File: src/rtl/mem_stage_pkg.sv
// Shared types and constants for the memory stage.
package mem_stage_pkg;

  localparam int unsigned DATA_W = 64;
  localparam int unsigned RD_W   = 5;

  typedef enum logic [1:0] {SZ_B, SZ_H, SZ_W, SZ_D} size_t;

  typedef enum logic {IDLE, BUSY} state_t;

endpackage

File: src/rtl/mem_stage_lane_align.sv
// Byte-lane steering: byte enables, store shifting, load extraction and
// alignment check for one access of the given size at a byte offset
// within the doubleword.
module mem_lane_align
  import mem_stage_pkg::*;
(
  input  size_t             i_size,
  input  logic [2:0]        i_off,
  input  logic [DATA_W-1:0] i_sdata,
  input  logic [DATA_W-1:0] i_rdata,
  output logic [7:0]        o_be,
  output logic [DATA_W-1:0] o_wdata,
  output logic [DATA_W-1:0] o_ldata,
  output logic              o_misalign
);

  logic [5:0]        w_shamt;
  logic [DATA_W-1:0] w_rshift;

  // Lane enables, shifted data and zero-extended load value per size
  always_comb begin
    w_shamt    = {i_off, 3'b000};
    o_wdata    = i_sdata << w_shamt;
    w_rshift   = i_rdata >> w_shamt;
    o_be       = 8'h00;
    o_ldata    = '0;
    o_misalign = 1'b0;
    case (i_size)
      SZ_B: begin
        o_be    = 8'h01 << i_off;
        o_ldata = {56'd0, w_rshift[7:0]};
      end
      SZ_H: begin
        o_be       = 8'h03 << i_off;
        o_ldata    = {48'd0, w_rshift[15:0]};
        o_misalign = i_off[0];
      end
      SZ_W: begin
        o_be       = 8'h0F << i_off;
        o_ldata    = {32'd0, w_rshift[31:0]};
        o_misalign = |i_off[1:0];
      end
      default: begin
        o_be       = 8'hFF;
        o_ldata    = w_rshift;
        o_misalign = |i_off;
      end
    endcase
  end

endmodule

File: src/rtl/mem_stage.sv
// Memory stage: EX/MEM register, req/ack data-memory FSM with watchdog,
// and MEM/WB register.
module mem_stage
  import mem_stage_pkg::*;
#(
  parameter int unsigned MAX_WAIT = 255,
  parameter int unsigned CNT_W    = 8
) (
  input  logic              clk,
  input  logic              reset,
  input  logic              ex_valid,
  input  logic [DATA_W-1:0] alu_result,
  input  logic [DATA_W-1:0] store_data,
  input  logic              mem_read,
  input  logic              mem_write,
  input  logic [1:0]        xfer_size,
  input  logic              reg_write,
  input  logic [RD_W-1:0]   rd,
  input  logic              flush,
  output logic              stall,
  output logic [DATA_W-1:0] alu_result_mem,
  output logic              dmem_req,
  output logic              dmem_we,
  output logic [DATA_W-1:0] dmem_addr,
  output logic [DATA_W-1:0] dmem_wdata,
  output logic [7:0]        dmem_be,
  input  logic              dmem_ack,
  input  logic [DATA_W-1:0] dmem_rdata,
  output logic              wb_valid,
  output logic              wb_reg_write,
  output logic [RD_W-1:0]   wb_rd,
  output logic [DATA_W-1:0] alu_result_wb,
  output logic              wb_fault
);

  localparam logic [CNT_W-1:0] LP_MAX = CNT_W'(MAX_WAIT);

  // EX/MEM register
  logic              r_valid, r_kill, r_mrd, r_mwr, r_reg_write;
  logic [DATA_W-1:0] r_alu, r_sdata;
  size_t             r_size;
  logic [RD_W-1:0]   r_rd;

  // FSM and watchdog
  state_t           r_state, w_next;
  logic [CNT_W-1:0] r_cnt;

  // MEM/WB register
  logic              r_wb_valid, r_wb_reg_write, r_wb_fault;
  logic [RD_W-1:0]   r_wb_rd;
  logic [DATA_W-1:0] r_wb_data;

  logic              w_memop, w_timeout, w_req, w_stall, w_fault, w_retire;
  logic [7:0]        w_be;
  logic [DATA_W-1:0] w_wdata, w_ldata;
  logic              w_mis;

  mem_lane_align u_align (
    .i_size     (r_size),
    .i_off      (r_alu[2:0]),
    .i_sdata    (r_sdata),
    .i_rdata    (dmem_rdata),
    .o_be       (w_be),
    .o_wdata    (w_wdata),
    .o_ldata    (w_ldata),
    .o_misalign (w_mis)
  );

  // Capture from execute when not stalled; a flush during a stall marks the held op killed
  always_ff @(posedge clk or negedge reset) begin
    if (!reset) begin
      r_valid     <= 1'b0;
      r_kill      <= 1'b0;
      r_mrd       <= 1'b0;
      r_mwr       <= 1'b0;
      r_reg_write <= 1'b0;
      r_alu       <= '0;
      r_sdata     <= '0;
      r_size      <= SZ_B;
      r_rd        <= '0;
    end else if (!w_stall) begin
      r_valid     <= ex_valid & ~flush;
      r_kill      <= 1'b0;
      r_mrd       <= mem_read;
      r_mwr       <= mem_write;
      r_reg_write <= reg_write;
      r_alu       <= alu_result;
      r_sdata     <= store_data;
      r_size      <= size_t'(xfer_size);
      r_rd        <= rd;
    end else if (flush) begin
      r_kill <= 1'b1;
    end
  end

  // State register and watchdog counter (cleared in IDLE, counts BUSY cycles)
  always_ff @(posedge clk or negedge reset) begin
    if (!reset) begin
      r_state <= IDLE;
      r_cnt   <= '0;
    end else begin
      r_state <= w_next;
      r_cnt   <= (r_state == IDLE) ? '0 : r_cnt + 1'b1;
    end
  end

  // Next state, request, stall and retirement decode
  always_comb begin
    w_next    = r_state;
    w_req     = 1'b0;
    w_memop   = r_valid & (r_mrd | r_mwr);
    w_timeout = (MAX_WAIT != 0) && (r_state == BUSY) && (r_cnt == LP_MAX);
    case (r_state)
      IDLE: begin
        if (w_memop && !w_mis) begin
          w_req = 1'b1;
          if (!dmem_ack) w_next = BUSY;
        end
      end
      default: begin
        if (w_timeout) begin
          w_next = IDLE;
        end else begin
          w_req = 1'b1;
          if (dmem_ack) w_next = IDLE;
        end
      end
    endcase
    w_stall  = w_memop & ~w_mis & ~dmem_ack & ~w_timeout;
    w_fault  = w_memop & (w_mis | w_timeout);
    w_retire = r_valid & ~r_kill & ~w_stall;
  end

  // MEM/WB register; data holds when nothing retires
  always_ff @(posedge clk or negedge reset) begin
    if (!reset) begin
      r_wb_valid     <= 1'b0;
      r_wb_reg_write <= 1'b0;
      r_wb_fault     <= 1'b0;
      r_wb_rd        <= '0;
      r_wb_data      <= '0;
    end else begin
      r_wb_valid     <= w_retire;
      r_wb_fault     <= w_retire & w_fault;
      r_wb_reg_write <= w_retire & r_reg_write & ~w_fault & ~r_mwr;
      if (w_retire) begin
        r_wb_rd   <= r_rd;
        r_wb_data <= (r_mrd && !r_mwr && !w_fault) ? w_ldata : r_alu;
      end
    end
  end

  assign stall          = w_stall;
  assign alu_result_mem = r_alu;
  assign dmem_req       = w_req;
  assign dmem_we        = w_req & r_mwr;
  assign dmem_addr      = {r_alu[DATA_W-1:3], 3'b000};
  assign dmem_wdata     = w_req ? w_wdata : '0;
  assign dmem_be        = w_req ? w_be : 8'h00;
  assign wb_valid       = r_wb_valid;
  assign wb_reg_write   = r_wb_reg_write;
  assign wb_rd          = r_wb_rd;
  assign alu_result_wb  = r_wb_data;
  assign wb_fault       = r_wb_fault;

endmodule
File: config.mk
export PLATFORM = sky130hd
export DESIGN_NAME = mem_stage
export DESIGN_NICKNAME = d
export VERILOG_FILES = /design/src/rtl/mem_stage_pkg.sv /design/src/rtl/mem_stage_lane_align.sv /design/src/rtl/mem_stage.sv
export SDC_FILE = /design/constraint.sdc
export NUM_CORES = 1
export LEC_CHECK = 0
export BUFFER_PORTS_ARGS = -buffer_cell sky130_fd_sc_hd__buf_2
export CAP_MARGIN = 20
export CORE_AREA = 2 2 190 192
export DETAILED_ROUTE_END_ITERATION = 8
export DIE_AREA = 0 0 192 194
export HOLD_SLACK_MARGIN = 0.05
export PLACE_DENSITY = 0.66
export SLEW_MARGIN = 40
export SYNTH_ARGS = -nofsm -noshare
export SYNTH_HDL_FRONTEND = slang
export SYNTH_SLANG_ARGS = --single-unit
export TNS_END_PERCENT = 10
File: constraint.sdc
create_clock -name clk -period 2.3 [get_ports clk]
set_input_delay 0.46 -clock clk [delete_from_list [all_inputs] [get_ports clk]]
set_output_delay 0.46 -clock clk [all_outputs]
set_load 0.02 [all_outputs]
### Word-level counts from Yosys, hierarchy flattened

Cells that the tools add are included.

* flip-flop bits (word level): 221
* input port bits: 207
* word-level logic and storage cells: 75

* $add $sub $neg: 1
* equal/unequal tests: 4
* shift-type cells: 5
* mux-type cells: 16
* bitwise gates (word level): 23
* reduce and logical (&&, ||, !) cells: 10

Operators with widths (number)
* case mux 64 bit (3 select lines): 1
* two-way mux 64 bit: 2
* << shifter 64 x 6 -> 64 bit: 1
* >> shifter 64 x 6 -> 64 bit: 1
* case mux 8 bit (3 select lines): 1
* two-way mux 8 bit: 2
* AND 1 bit: 13
* two-way mux 1 bit: 9
* adder 8 x 1 -> 8 bit (second input constant): 1
* equality test 8 bit (second input constant): 1
* NOT 1 bit: 8
* << shifter 1 x 3 -> 8 bit (first input constant): 1
* << shifter 2 x 3 -> 8 bit (first input constant): 1
* << shifter 4 x 3 -> 8 bit (first input constant): 1
* logical AND 1 bit: 4
* zero test 1 bit: 3
* case mux 1 bit (3 select lines): 1
* OR reduction 3 bit: 1
* equality test 2 x 1 -> 1 bit (second input constant): 1
* equality test 2 bit (second input constant): 1
* zero test 2 bit: 1
* inequality test 2 bit (second input constant): 1
* bitwise OR 1 bit: 2
* OR reduction 2 bit: 1

### Longest topological paths before layout

Gate-level depths: netlist (run 1).

* depth after elaboration: 11
* depth in mapped cells: 10

### Modules after synthesis

Synthesis (run 1) repeated with hierarchy kept, for this count alone.

* cell total of the unflattened synthesis: 1671
* area total of the unflattened synthesis: 13753.2 µm²

By module, submodules not included
* mem_stage: instances 1, cells an instance 1146, area each 9913.3 µm², sequential area each 5530.3 µm²
* mem_lane_align: instances 1, cells an instance 525, area each 3839.9 µm², sequential area each 0.0 µm²

### Least setup slack after synthesis (run 1)

OpenSTA, ideal clock, no wires.

* kind: reg2out
* from: register r_alu[2] (netlist: alu_result_mem[2])
* to: output dmem_be[1]
* arrival time: 2172 ps
* data required time: 1840 ps
* setup slack: -332 ps
* stages on the path, launching flop included: 8
* path through: dfrtp_1 -> buf_6 -> or3_4 -> a31oi_4 -> mux2i_1 -> or3_1 -> buf_2 -> o21ai_1

* longest elaborated chain between the ends: 7
* elaborated cells between the ends (all ways): 11

RTL lines
* start, declared: RTL line mem_stage.sv:40 `logic [DATA_W-1:0] r_alu, r_sdata;`
* start signal, assigned: RTL line mem_stage.sv:87 `r_alu <= alu_result;`
* OR reduction 3 bit: RTL line mem_stage_lane_align.sv:46 `o_misalign = |i_off;`
* case mux 1 bit (3 select lines): RTL line mem_stage_lane_align.sv:28 `case (i_size)`
* zero test 1 bit: RTL line mem_stage.sv:115 `if (w_memop && !w_mis) begin`
* logical AND 1 bit: RTL line mem_stage.sv:115
* two-way mux 1 bit: RTL line mem_stage.sv:115
* two-way mux 1 bit: RTL line mem_stage.sv:113 `case (r_state)`
* two-way mux 8 bit *: RTL line mem_stage.sv:159 `assign dmem_be = w_req ? w_be : 8'h00;`
* end, declared: RTL line mem_stage.sv:26 `output logic [7:0] dmem_be,`

Mark *: on every way between the ends. The rest lies on a longest branch, timed or not.

### Worst setup path in the final report (run 1)

* from: register r_size[0]
* to: output dmem_wdata[10]

* longest elaborated chain between the ends: 7
* elaborated cells between the ends (all ways): 9

RTL lines
* start, declared: RTL line mem_stage.sv:41 `size_t r_size;`
* start signal, assigned: RTL line mem_stage.sv:89 `r_size <= size_t'(xfer_size);`
* equality test 2 bit, or another cell as far along: RTL line mem_stage_lane_align.sv:28
* case mux 1 bit (3 select lines) *: RTL line mem_stage_lane_align.sv:28
* zero test 1 bit *: RTL line mem_stage.sv:115
* logical AND 1 bit *: RTL line mem_stage.sv:115
* two-way mux 1 bit *: RTL line mem_stage.sv:115
* two-way mux 1 bit *: RTL line mem_stage.sv:113
* two-way mux 64 bit *: RTL line mem_stage.sv:158 `assign dmem_wdata = w_req ? w_wdata : '0;`
* end, declared: RTL line mem_stage.sv:25 `output logic [DATA_W-1:0] dmem_wdata,`

Marked as above.

==> results.tsv, run 1 <==
metric	value	unit
WP buf/inv	2	
slew margin rel.	51.73	%
die height	194	µm
CP max FO	7	
Static Leakage	0.008706	µW
initial antenna violation count	18	
mux cell area share after synthesis	25.17	%
crit path kind	reg -> out	
total CTS buffers	26	
number of fill cells	3182	
setup tns final	-54.18	ns
Final Non-Filler Cells	2255	
CP arrival	2.70	ns
clock root buffer	clkbuf_16	
routed vias	12203	
syn avg cell area	10.32	µm²
status	finished, violations left	
unrepaired setup endpoints after global routing	yes	
Horiz. Die Dim	192	µm
Hold Path Cell Cnt	2	
Critical Path Most Common Cell	or3_4	
Max Freq	316.7	MHz
Cells after DPL	2184	
antenna-violating nets left	0	
Levels on crit path	8	
share of layout cells above drive strength 1	51.88	%
H-tree levels	1	
VDD IR max	630.0	µV
CTS sink cnt	221	
clock skew	0.02421	ns
crit end category	output pin	
Clock Latency Late Sink	0.57	ns
final period utilization	137.3	%
# IOs	482	
Top FF cell, synth	dfrtp_1	
# rows	69	
Clock transition at path regs	0.07	ns
main combinational cell family by area after synthesis	multiplexers	
sequential element share of the synthesized area	41.84	%
Fin Hold WS	0.1097	ns
DP Wirelength	40330	µm
final worst slack	-0.8573	ns
Residual DRC	0	
Slowest-stage cell, CP	dfrtp_2	
# nets final	1973	
slowest stage delay, CP	0.44	ns
power per cell area	765.6	nW/µm²
CTS tree	done	
Cell Area, Synth	13220	µm²
post-layout util	52.83	%
DR iter-0 viols	721	
GP Congestion	0.9152	
Pre-Repair DR Iteration Count	5	
GR Overflow Total	0	
number of synthesized register bits	221	
core area	35220	µm²
Synth Area in Adders	0.4733	%
vias in the first global route	12278	
# Max-Cap Violations	0	
worst-path cell chain	ha_4 -> or3_4 -> a31oi_4 -> mux2i_4 -> or3_4 -> buf_12 -> nor2b_4 -> buf_6	
Yosys Warn Count	0	
initial core utilization	37.52	%
first-pass GRT wire length	76380	µm
XOR/XNOR Fraction of Synth Area	0.2651	%
vias per std cell	5.412	
buffers from clock root to sink, at most	3	
Slew Limit Fails	0	
number of flops mapped to enable cells by yosys	0	
post-synthesis cell count	1281	
Final Power	14250	µW
GRT Util Overall	27.32	%
setup-violating endpoint count in the final report	94	
fin crit period	3.157	ns
Final Hold Viols	0	
library cells used by synthesis	52	
delay-heaviest family, CP	simple AND/OR/NAND/NOR gates	
failing checks	setup timing	
die area	37250	µm²
routed len/inst	23.30	µm
Layout area overhead	40.80	%
Port Buffer Count	478	
Hold/Removal Path Class	in -> reg	
worst slew pin tran	0.7233	ns
Post-synth ARST share	100.0	%
largest net degree at the start of global routing	69	
startpoint types	flop	
worst endpoint required time	1.84	ns
wirelength, routed	52540	µm
post-synthesis simple-gate area fraction	13.13	%
Compound-Gate Fraction of Synth Area	11.26	%
worst reg-to-reg path cell count	9	
## cells by family after synthesis
logic type,Yosys count
AND/OR/NAND/NOR,365
adder cells (fa/ha/maj),5
multiplexers,283
other,1
flip-flops,221
AO/OA/AOI/OAI,224
buffers and inverters,178
XOR/XNOR,4
## power by group
group          internal, µW  total [µW]  switching [µW]
combinational          2020        4800            2780
sequential             4420        4840             428
clock                  2790        4610            1820
## state kept, by name, indices dropped and copies added, names as in the netlist, 2 cells and up
register,cells
r_sdata,64
r_cnt,8
alu_result_wb,64
wb_rd,5
r_rd,5
r_size,2
alu_result_mem,64
## cell usage after synthesis, drive strengths merged (28+ instances only)
| cell type | n | area [µm²] |
|---|---|---|
| mux2 | 165 | 1858 |
| buf | 128 | 847.1 |
| nor2 | 124 | 468.0 |
| a211oi | 28 | 210.2 |
| o21ai | 50 | 250.2 |
| dfrtp | 221 | 5530 |
| mux2i | 95 | 950.9 |
| clkbuf | 40 | 150.1 |
| and3 | 35 | 219.0 |
| a21oi | 49 | 245.2 |
| or3 | 29 | 186.4 |
| nand2 | 108 | 407.9 |
| a32oi | 32 | 280.3 |
## what timing repair did
| action | 4_1_cts | 5_1_grt |
|---|---|---|
| resized for setup | 112 | 137 |
| endpoints found under the setup margin | 108 | 212 |
| hold buffers | 1 | 0 |
| gates cloned | 0 | 1 |
| pin swaps | 21 | 16 |
| hold endpoints to repair | 52 | 0 |
| buffers inserted | 4 | 4 |
## final timing paths
| kind | start | endpoint | slack, ns |
|---|---|---|---|
| min in group asynchronous | reset | r_sdata[5] | 0.43 |
| min | dmem_ack | r_state | 0.11 |
| max in group asynchronous | reset | r_kill | 1.19 |
| min reg2reg | r_kill | wb_fault | 0.46 |
| max | r_size[0] | dmem_wdata[10] | -0.86 |
| max reg2reg | r_size[0] | alu_result_wb[13] | -0.03 |
## per-layer routing
metal,wire length [µm],GRT usage [%]
met1,19500,31.40
met2,26710,48.23
met3,3742,5.900
met4,2506,12.44
met5,82,0
## stage by stage
step	instance area, µm²	setup slack [ns]
finish	18610	-0.8573
global route	18600	-0.9389
CTS	18060	-0.8963
detailed placement	16670	-0.4260
global placement	16660	-0.3980
floorplan	13380	-0.2093
## area by class of cell
type	instances	area (µm²)	share of cell area, %
Inverter	10	50.05	0.2689
Antenna cell	13	32.53	0.1748
Sequential cell	221	5542	29.78
Clock inverter	20	280.3	1.506
Tap cell	461	576.8	3.099
Multi-Input combinational cell	884	7194	38.66
Clock buffer	28	668.1	3.590
Timing Repair Buffer	618	4267	22.93
## layout by cell type, fill, tap and decap left out, types with 31 or more instances in the layout
cell | synthesis | layout
buf_2 | 38 | 403
dfrtp_1 | 221 | 216
mux2_2 | 126 | 125
buf_4 | 75 | 124
nand2_1 | 107 | 105
mux2i_1 | 95 | 92
nor2_1 | 123 | 86
buf_6 | 5 | 58
a21oi_1 | 49 | 47
o21ai_0 | 48 | 39
mux2_1 | 39 | 38
a32oi_1 | 32 | 31
(Power assumes the default switching activity.)
==> inputs of run 2 (changes only) <==
--- a/config.mk
+++ b/config.mk
@@ -12,6 +12,7 @@
 export DIE_AREA = 0 0 192 194
 export HOLD_SLACK_MARGIN = 0.05
 export PLACE_DENSITY = 0.66
+export RECOVER_POWER = 25
 export SLEW_MARGIN = 40
 export SYNTH_ARGS = -nofsm -noshare
 export SYNTH_HDL_FRONTEND = slang
==> run 2 against run 1 <==
Effect of this change:
- the run ends with capacitance limit, slew limit, setup timing left
- clock power about the same
- sequential share of layout area rose by 0.060 points
- combinational power hardly changed
- worst hold slack worse by 0.00095 ns
- power is essentially flat
- critical path type unchanged
- largest power group unchanged
==> results.tsv, run 2 (synthesized netlist as in run 1, its figures left out) <==
metric	value	unit	change
worst slew pin tran	1.641	ns	+0.9180 ns
Hold EP	r_state		
Fin Hold WS	0.1087	ns	-0.0009450 ns
vias per std cell	5.386		-0.47%
routed len/inst	23.35	µm	+0.20%
P_sw	5029	µW	+0.13%
worst-path cell chain	ha_4 -> or3_4 -> a31oi_4 -> mux2i_4 -> or3_4 -> buf_12 -> nor2b_4 -> buf_6		
Slowest-stage cell, CP	dfrtp_2		
GR Overflow Total	0		unchanged
Int Power	9220	µW	about the same
die height	194	µm	unchanged
Clock Latency Late Sink	0.57	ns	about the same
r2r startpoint	r_size[0]		
commonest non-fill, non-tap cells in the layout	403 x buf_2, 216 x dfrtp_1, 125 x mux2_2		
Pre-Repair DR Iteration Count	4		-1
storage element area	5542	µm²	unchanged
unrepaired setup endpoints after global routing	yes		
crit path kind	reg -> out		
Residual DRC	0		unchanged
setup-violating endpoint count in the final report	92		-2.1%
# IOs	482		unchanged
largest net degree at the start of global routing	69		unchanged
routed vias	12140		-0.52%
CTS tree	done		
Max Freq	316.4	MHz	about the same
Sequential Power Share	34.0	%	about the same
CP arrival	2.70	ns	about the same
worst reg-to-reg path cell count	9		unchanged
WP buf/inv	2		unchanged
multi-input combinational cell area	7194	µm²	unchanged
# rows	69		unchanged
GP Congestion	0.9152		unchanged
initial antenna violation count	18		unchanged
H-tree levels	1		unchanged
# nets final	1973		unchanged
fin crit period	3.160	ns	+0.002839 ns
vias in the first global route	12278		unchanged
number of fill cells	3189		+0.22%
die area	37250	µm²	unchanged
Final Hold Viols	0		unchanged
logic gate share of total power	33.6	%	about the same
Net Sw Frac	35.30	%	+0.045 points
core area	35220	µm²	unchanged
initial core utilization	37.52	%	unchanged
CP max FO	7		unchanged
Clock transition at path regs	0.07	ns	about the same
commonest non-fill, non-tap cell in the layout	buf_2		
share of layout cells above drive strength 1	51.77	%	-0.11 points
antenna-violating nets left	0		unchanged
reg2reg end	alu_result_wb[13]		
worst endpoint required time	1.84	ns	about the same
clock skew	0.02480	ns	+0.0005976 ns
r2r setup slk	-0.03	ns	about the same
final worst slack	-0.8601	ns	-0.002839 ns
slowest stage delay, CP	0.44	ns	about the same
Levels on crit path	8		unchanged
Final Non-Filler Cells	2254		-0.044%
# Max-Cap Violations	1		+1
power per cell area	767.2	nW/µm²	+0.20%
status	finished, violations left		
failing checks	capacitance limit, slew limit, setup timing		
crit path launch	r_size[0]		
clock root buffer	clkbuf_16		
post-layout util	52.73	%	-0.11 points
Port Buffer Count	478		unchanged
Hold/Removal Path Class	in -> reg		
Critical Path Most Common Cell	or3_4		
wirelength, routed	52620	µm	+0.15%
DR iter-0 viols	731		+1.4%
Slew Limit Fails	57		+57
GRT Util Overall	27.32	%	unchanged
total CTS buffers	26		unchanged
Cells after DPL	2184		unchanged
slew margin rel.	-9.422	%	-61 points
first-pass GRT wire length	76380	µm	unchanged
Hold Startpoint	dmem_ack		
crit end category	output pin		
DP Wirelength	40330	µm	unchanged
Layout area overhead	40.51	%	
Static Leakage	0.008688	µW	-0.21%
delay-heaviest family, CP	simple AND/OR/NAND/NOR gates		
final period utilization	137.4	%	about the same
startpoint types	flop		
Horiz. Die Dim	192	µm	unchanged
VDD IR max	635.1	µV	+0.81%
buffers from clock root to sink, at most	3		unchanged
Hold Path Cell Cnt	2		unchanged
clock share of power	32.4	%	about the same
CTS sink cnt	221		unchanged
-- run 2: cell types whose count changed in the layout (fill, tap and decap cells not counted), sizes merged --
cell / change
buf: -4
diode: -1
clkbuf: +4
-- run 2: how the worst max path moves through the flow --
stage	endpoint	slack, ns
floorplan	dmem_wdata[38]	-0.21
global placement	dmem_wdata[10]	-0.40
detailed placement	dmem_wdata[9]	-0.43
CTS	dmem_wdata[11]	-0.90
global route	dmem_wdata[10]	-0.94
finish	dmem_wdata[10]	-0.86
-- run 2: power by group through the flow --
| stage | Combinational [µW] | Sequential (µW) | Clock, µW |
|---|---|---|---|
| finish | 4790 | 4840 | 4610 |
| global route | 5120 | 4910 | 4850 |
| CTS | 4600 | 4840 | 4680 |
| detailed placement | 4430 | 4910 | 0 |
| global placement | 4400 | 4890 | 0 |
| floorplan | 2160 | 5310 | 0 |
-- run 2: worst register-to-register path, delay by kind of cell (launching register included) --
| family | cells | cell delay (ns) |
|---|---|---|
| AOI/OAI and AO/OA | 1 | 0.19 |
| adders and majority gates | 1 | 0.18 |
| buffers and inverters | 3 | 0.45 |
| DFF | 1 | 0.44 |
| and+or+nand+nor | 4 | 1.01 |
-- run 2: per-stage QoR --
step	setup WS (ns)	cell area, µm²	total power, µW	TNS [ns]
floorplan	-0.2093	13380	7466	-8.085
global placement	-0.3980	16660	9287	-13.82
detailed placement	-0.4260	16670	9338	-16.83
CTS	-0.8963	18060	14120	-54.78
global route	-0.9389	18560	14880	-65.60
finish	-0.8601	18570	14250	-54.19
-- run 2: repair_timing --
item | CTS | global route
hold endpoints to repair | 52 | 0
cloned | 0 | 1
hold buffers | 1 | 0
setup endpoints to repair | 108 | 212
pin swaps | 21 | 16
buffers inserted | 4 | 4
resized for setup | 112 | 137
-- run 2: routing by layer --
| layer | global-route usage, % | up-vias | wire, µm |
|---|---|---|---|
| li1 | - | 5512 | - |
| met1 | 31.40 | 5999 | 19630 |
| met2 | 48.23 | 487 | 26760 |
| met3 | 5.900 | 128 | 3668 |
| met4 | 12.44 | 14 | 2479 |
| met5 | 0 | - | 82 |
-- run 2: final cells by class --
cell class,count,area share (%)
Multi-Input combinational cell,884,38.74
Sequential cell,221,29.84
Timing Repair Buffer,618,22.78
Clock buffer,28,3.597
Tap cell,461,3.106
Clock inverter,20,1.509
Inverter,10,0.2695
Antenna cell,12,0.1617
==> inputs of run 3 (changes only) <==
--- a/config.mk
+++ b/config.mk
@@ -8,9 +8,11 @@
 export BUFFER_PORTS_ARGS = -buffer_cell sky130_fd_sc_hd__buf_2
 export CAP_MARGIN = 20
 export CORE_AREA = 2 2 190 192
+export CTS_CLUSTER_DIAMETER = 120
 export DETAILED_ROUTE_END_ITERATION = 8
 export DIE_AREA = 0 0 192 194
 export HOLD_SLACK_MARGIN = 0.05
+export MAX_ROUTING_LAYER = met4
 export PLACE_DENSITY = 0.66
 export RECOVER_POWER = 25
 export SLEW_MARGIN = 40
==> run 3 against run 2 <==
Effect of this change:
- the flow still finishes with violations (capacitance limit, slew limit, setup timing)
- clock skew fell by 0.0054 ns
- power fell by 2.0%
- wire length fell by 0.95%
- sequential cell count did not move
- critical path type unchanged
- fmax rose by 0.89%
- register-to-register slack barely moved
- clock-buffer cell count rose by 8
==> results.tsv, run 3 (synthesized netlist as in run 1, its figures left out) <==
metric	value	unit	change
number of fill cells	3237		+1.5%
H-tree levels	1		unchanged
reg2reg end	alu_result_wb[10]		
power per cell area	757.0	nW/µm²	-1.3%
die height	194	µm	unchanged
Hold/Removal Path Class	in -> reg		
commonest non-fill, non-tap cells in the layout	404 x buf_2, 218 x dfrtp_1, 126 x mux2_2		
Pre-Repair DR Iteration Count	5		+1
Max Freq	319.2	MHz	+0.89%
DP Wirelength	39700	µm	-1.6%
Clock Latency Late Sink	0.55	ns	-0.02 ns
CTS sink cnt	221		unchanged
# IOs	482		unchanged
clock skew	0.01941	ns	-0.005396 ns
initial antenna violation count	21		+3
crit end category	output pin		
Final Non-Filler Cells	2253		-0.044%
Hold Startpoint	store_data[62]		
# nets final	1963		-0.51%
DR iter-0 viols	741		+1.4%
buffers from clock root to sink, at most	3		unchanged
pre-CTS setup slack	-0.4333	ns	-0.007349 ns
# Max-Cap Violations	1		unchanged
VDD IR max	592.5	µV	-6.7%
final worst slack	-0.8324	ns	+0.02776 ns
slew margin rel.	-5.323	%	+4.1 points
CP arrival	2.67	ns	-0.03 ns
worst slew pin tran	1.580	ns	-0.06147 ns
wirelength, routed	52120	µm	-0.95%
# rows	69		unchanged
Layout area overhead	39.53	%	
initial core utilization	37.52	%	unchanged
startpoint types	flop		
CTS tree	done		
routed vias	12113		-0.22%
Final Power	13960	µW	-2.0%
GRT Util Overall	27.52	%	+0.20 points
vias per std cell	5.376		-0.18%
Static Leakage	0.008631	µW	-0.65%
GP Congestion	0.9886		+8.0%
Slew Limit Fails	56		-1.8%
GR Overflow Total	0		unchanged
core area	35220	µm²	unchanged
share of layout cells above drive strength 1	50.76	%	-1.0 points
worst reg-to-reg path cell count	6		-3
r2r setup slk	-0.04	ns	about the same
unrepaired setup endpoints after global routing	yes		
crit path kind	reg -> out		
die area	37250	µm²	unchanged
setup-violating endpoint count in the final report	84		-8.7%
CP max FO	7		unchanged
antenna-violating nets left	0		unchanged
Final Hold Viols	0		unchanged
crit path launch	r_size[0]		
Clock transition at path regs	0.06	ns	about the same
Horiz. Die Dim	192	µm	unchanged
failing checks	capacitance limit, slew limit, setup timing		
r2r startpoint	alu_result_mem[1]		
CP endpoint	dmem_wdata[13]		
first-pass GRT wire length	74990	µm	-1.8%
Fin Hold WS	0.1358	ns	+0.02705 ns
fin crit period	3.132	ns	-0.02776 ns
worst endpoint required time	1.84	ns	about the same
clock root buffer	clkbuf_16		
vias in the first global route	12080		-1.6%
status	finished, violations left		
Residual DRC	0		unchanged
Cells after DPL	2173		-0.50%
final period utilization	136.2	%	-1.2 points
largest net degree at the start of global routing	74		+7.2%
Port Buffer Count	478		unchanged
total CTS buffers	26		unchanged
routed len/inst	23.13	µm	-0.91%
commonest non-fill, non-tap cell in the layout	buf_2		
==> run 3: cell count changes in the layout (fill, tap and decap cells not counted), sizes merged <==
cell	previous run	this run
clkbuf	33	45
diode	12	21
clkinv	12	8
bufinv	6	2
buf	612	598
clkinvlp	3	2
inv	9	10
==> run 3: worst min path at each step <==
stage                              endpoint  slack [ns]  cells past startpoint
after floorplan           alu_result_mem[0]        0.16                      0
after global placement           r_sdata[2]        0.44                      1
after detailed placement         r_sdata[5]        0.44                      1
after CTS                       r_sdata[62]        0.11                      2
after global routing            r_sdata[62]        0.13                      2
final                           r_sdata[62]        0.14                      2
==> run 3: metrics by stage <==
stage	utilization [%]	setup TNS, ns	area, µm²
3_5_place_dp	47.11	-14.91	16590
6_report	52.36	-54.24	18440
3_3_place_gp	47.11	-12.08	16590
5_1_grt	52.35	-64.33	18440
4_1_cts	50.62	-56.95	17830
2_1_floorplan	-	-8.085	13380
==> run 3: cell type report <==
| class | instances | area [µm²] | share of cell area, % |
|---|---|---|---|
| inverters | 10 | 45.04 | 0.2442 |
| well taps | 461 | 576.8 | 3.128 |
| repair buffers | 608 | 4139 | 22.44 |
| clock buffers | 36 | 789.5 | 4.281 |
| multi-input cells | 884 | 7178 | 38.92 |
| flip-flops and latches | 221 | 5539 | 30.03 |
| diodes | 21 | 52.55 | 0.2849 |
| clock inverters | 12 | 122.6 | 0.6649 |
==> run 3: what timing repair did <==
| action | in CTS | in global routing |
|---|---|---|
| hold endpoints to repair | 49 | 0 |
| setup endpoints to repair | 136 | 276 |
| gates resized for setup | 91 | 135 |
| cloned | 0 | 3 |
| pin swaps | 4 | 20 |
| hold buffers | 1 | 0 |
| buffers inserted | 3 | 5 |
==> run 3: per-layer routing <==
layer | vias up | share of wire [%] | track usage [%]
met5 | - | 0 | -
met4 | 0 | 4.2 | 11.05
met3 | 100 | 7.1 | 5.719
met2 | 505 | 52 | 48.38
met1 | 5991 | 36 | 30.14
li1 | 5517 | - | -
==> run 3: power by group <==
part | total [µW] | switching (µW) | internal (µW)
clock network | 4360 | 1750 | 2620
logic | 4760 | 2770 | 1990
registers | 4840 | 424 | 4420
total | 14000 | 4940 | 9020
==> run 3: critical path, stage by stage, from the launching register on <==
cell,delay (ns)
dfrtp_1,0.41
ha_2,0.21
or3_4,0.35
a31oi_4,0.24
mux2i_4,0.13
or3_4,0.40
buf_12,0.17
nor2b_4,0.11
buf_6,0.12
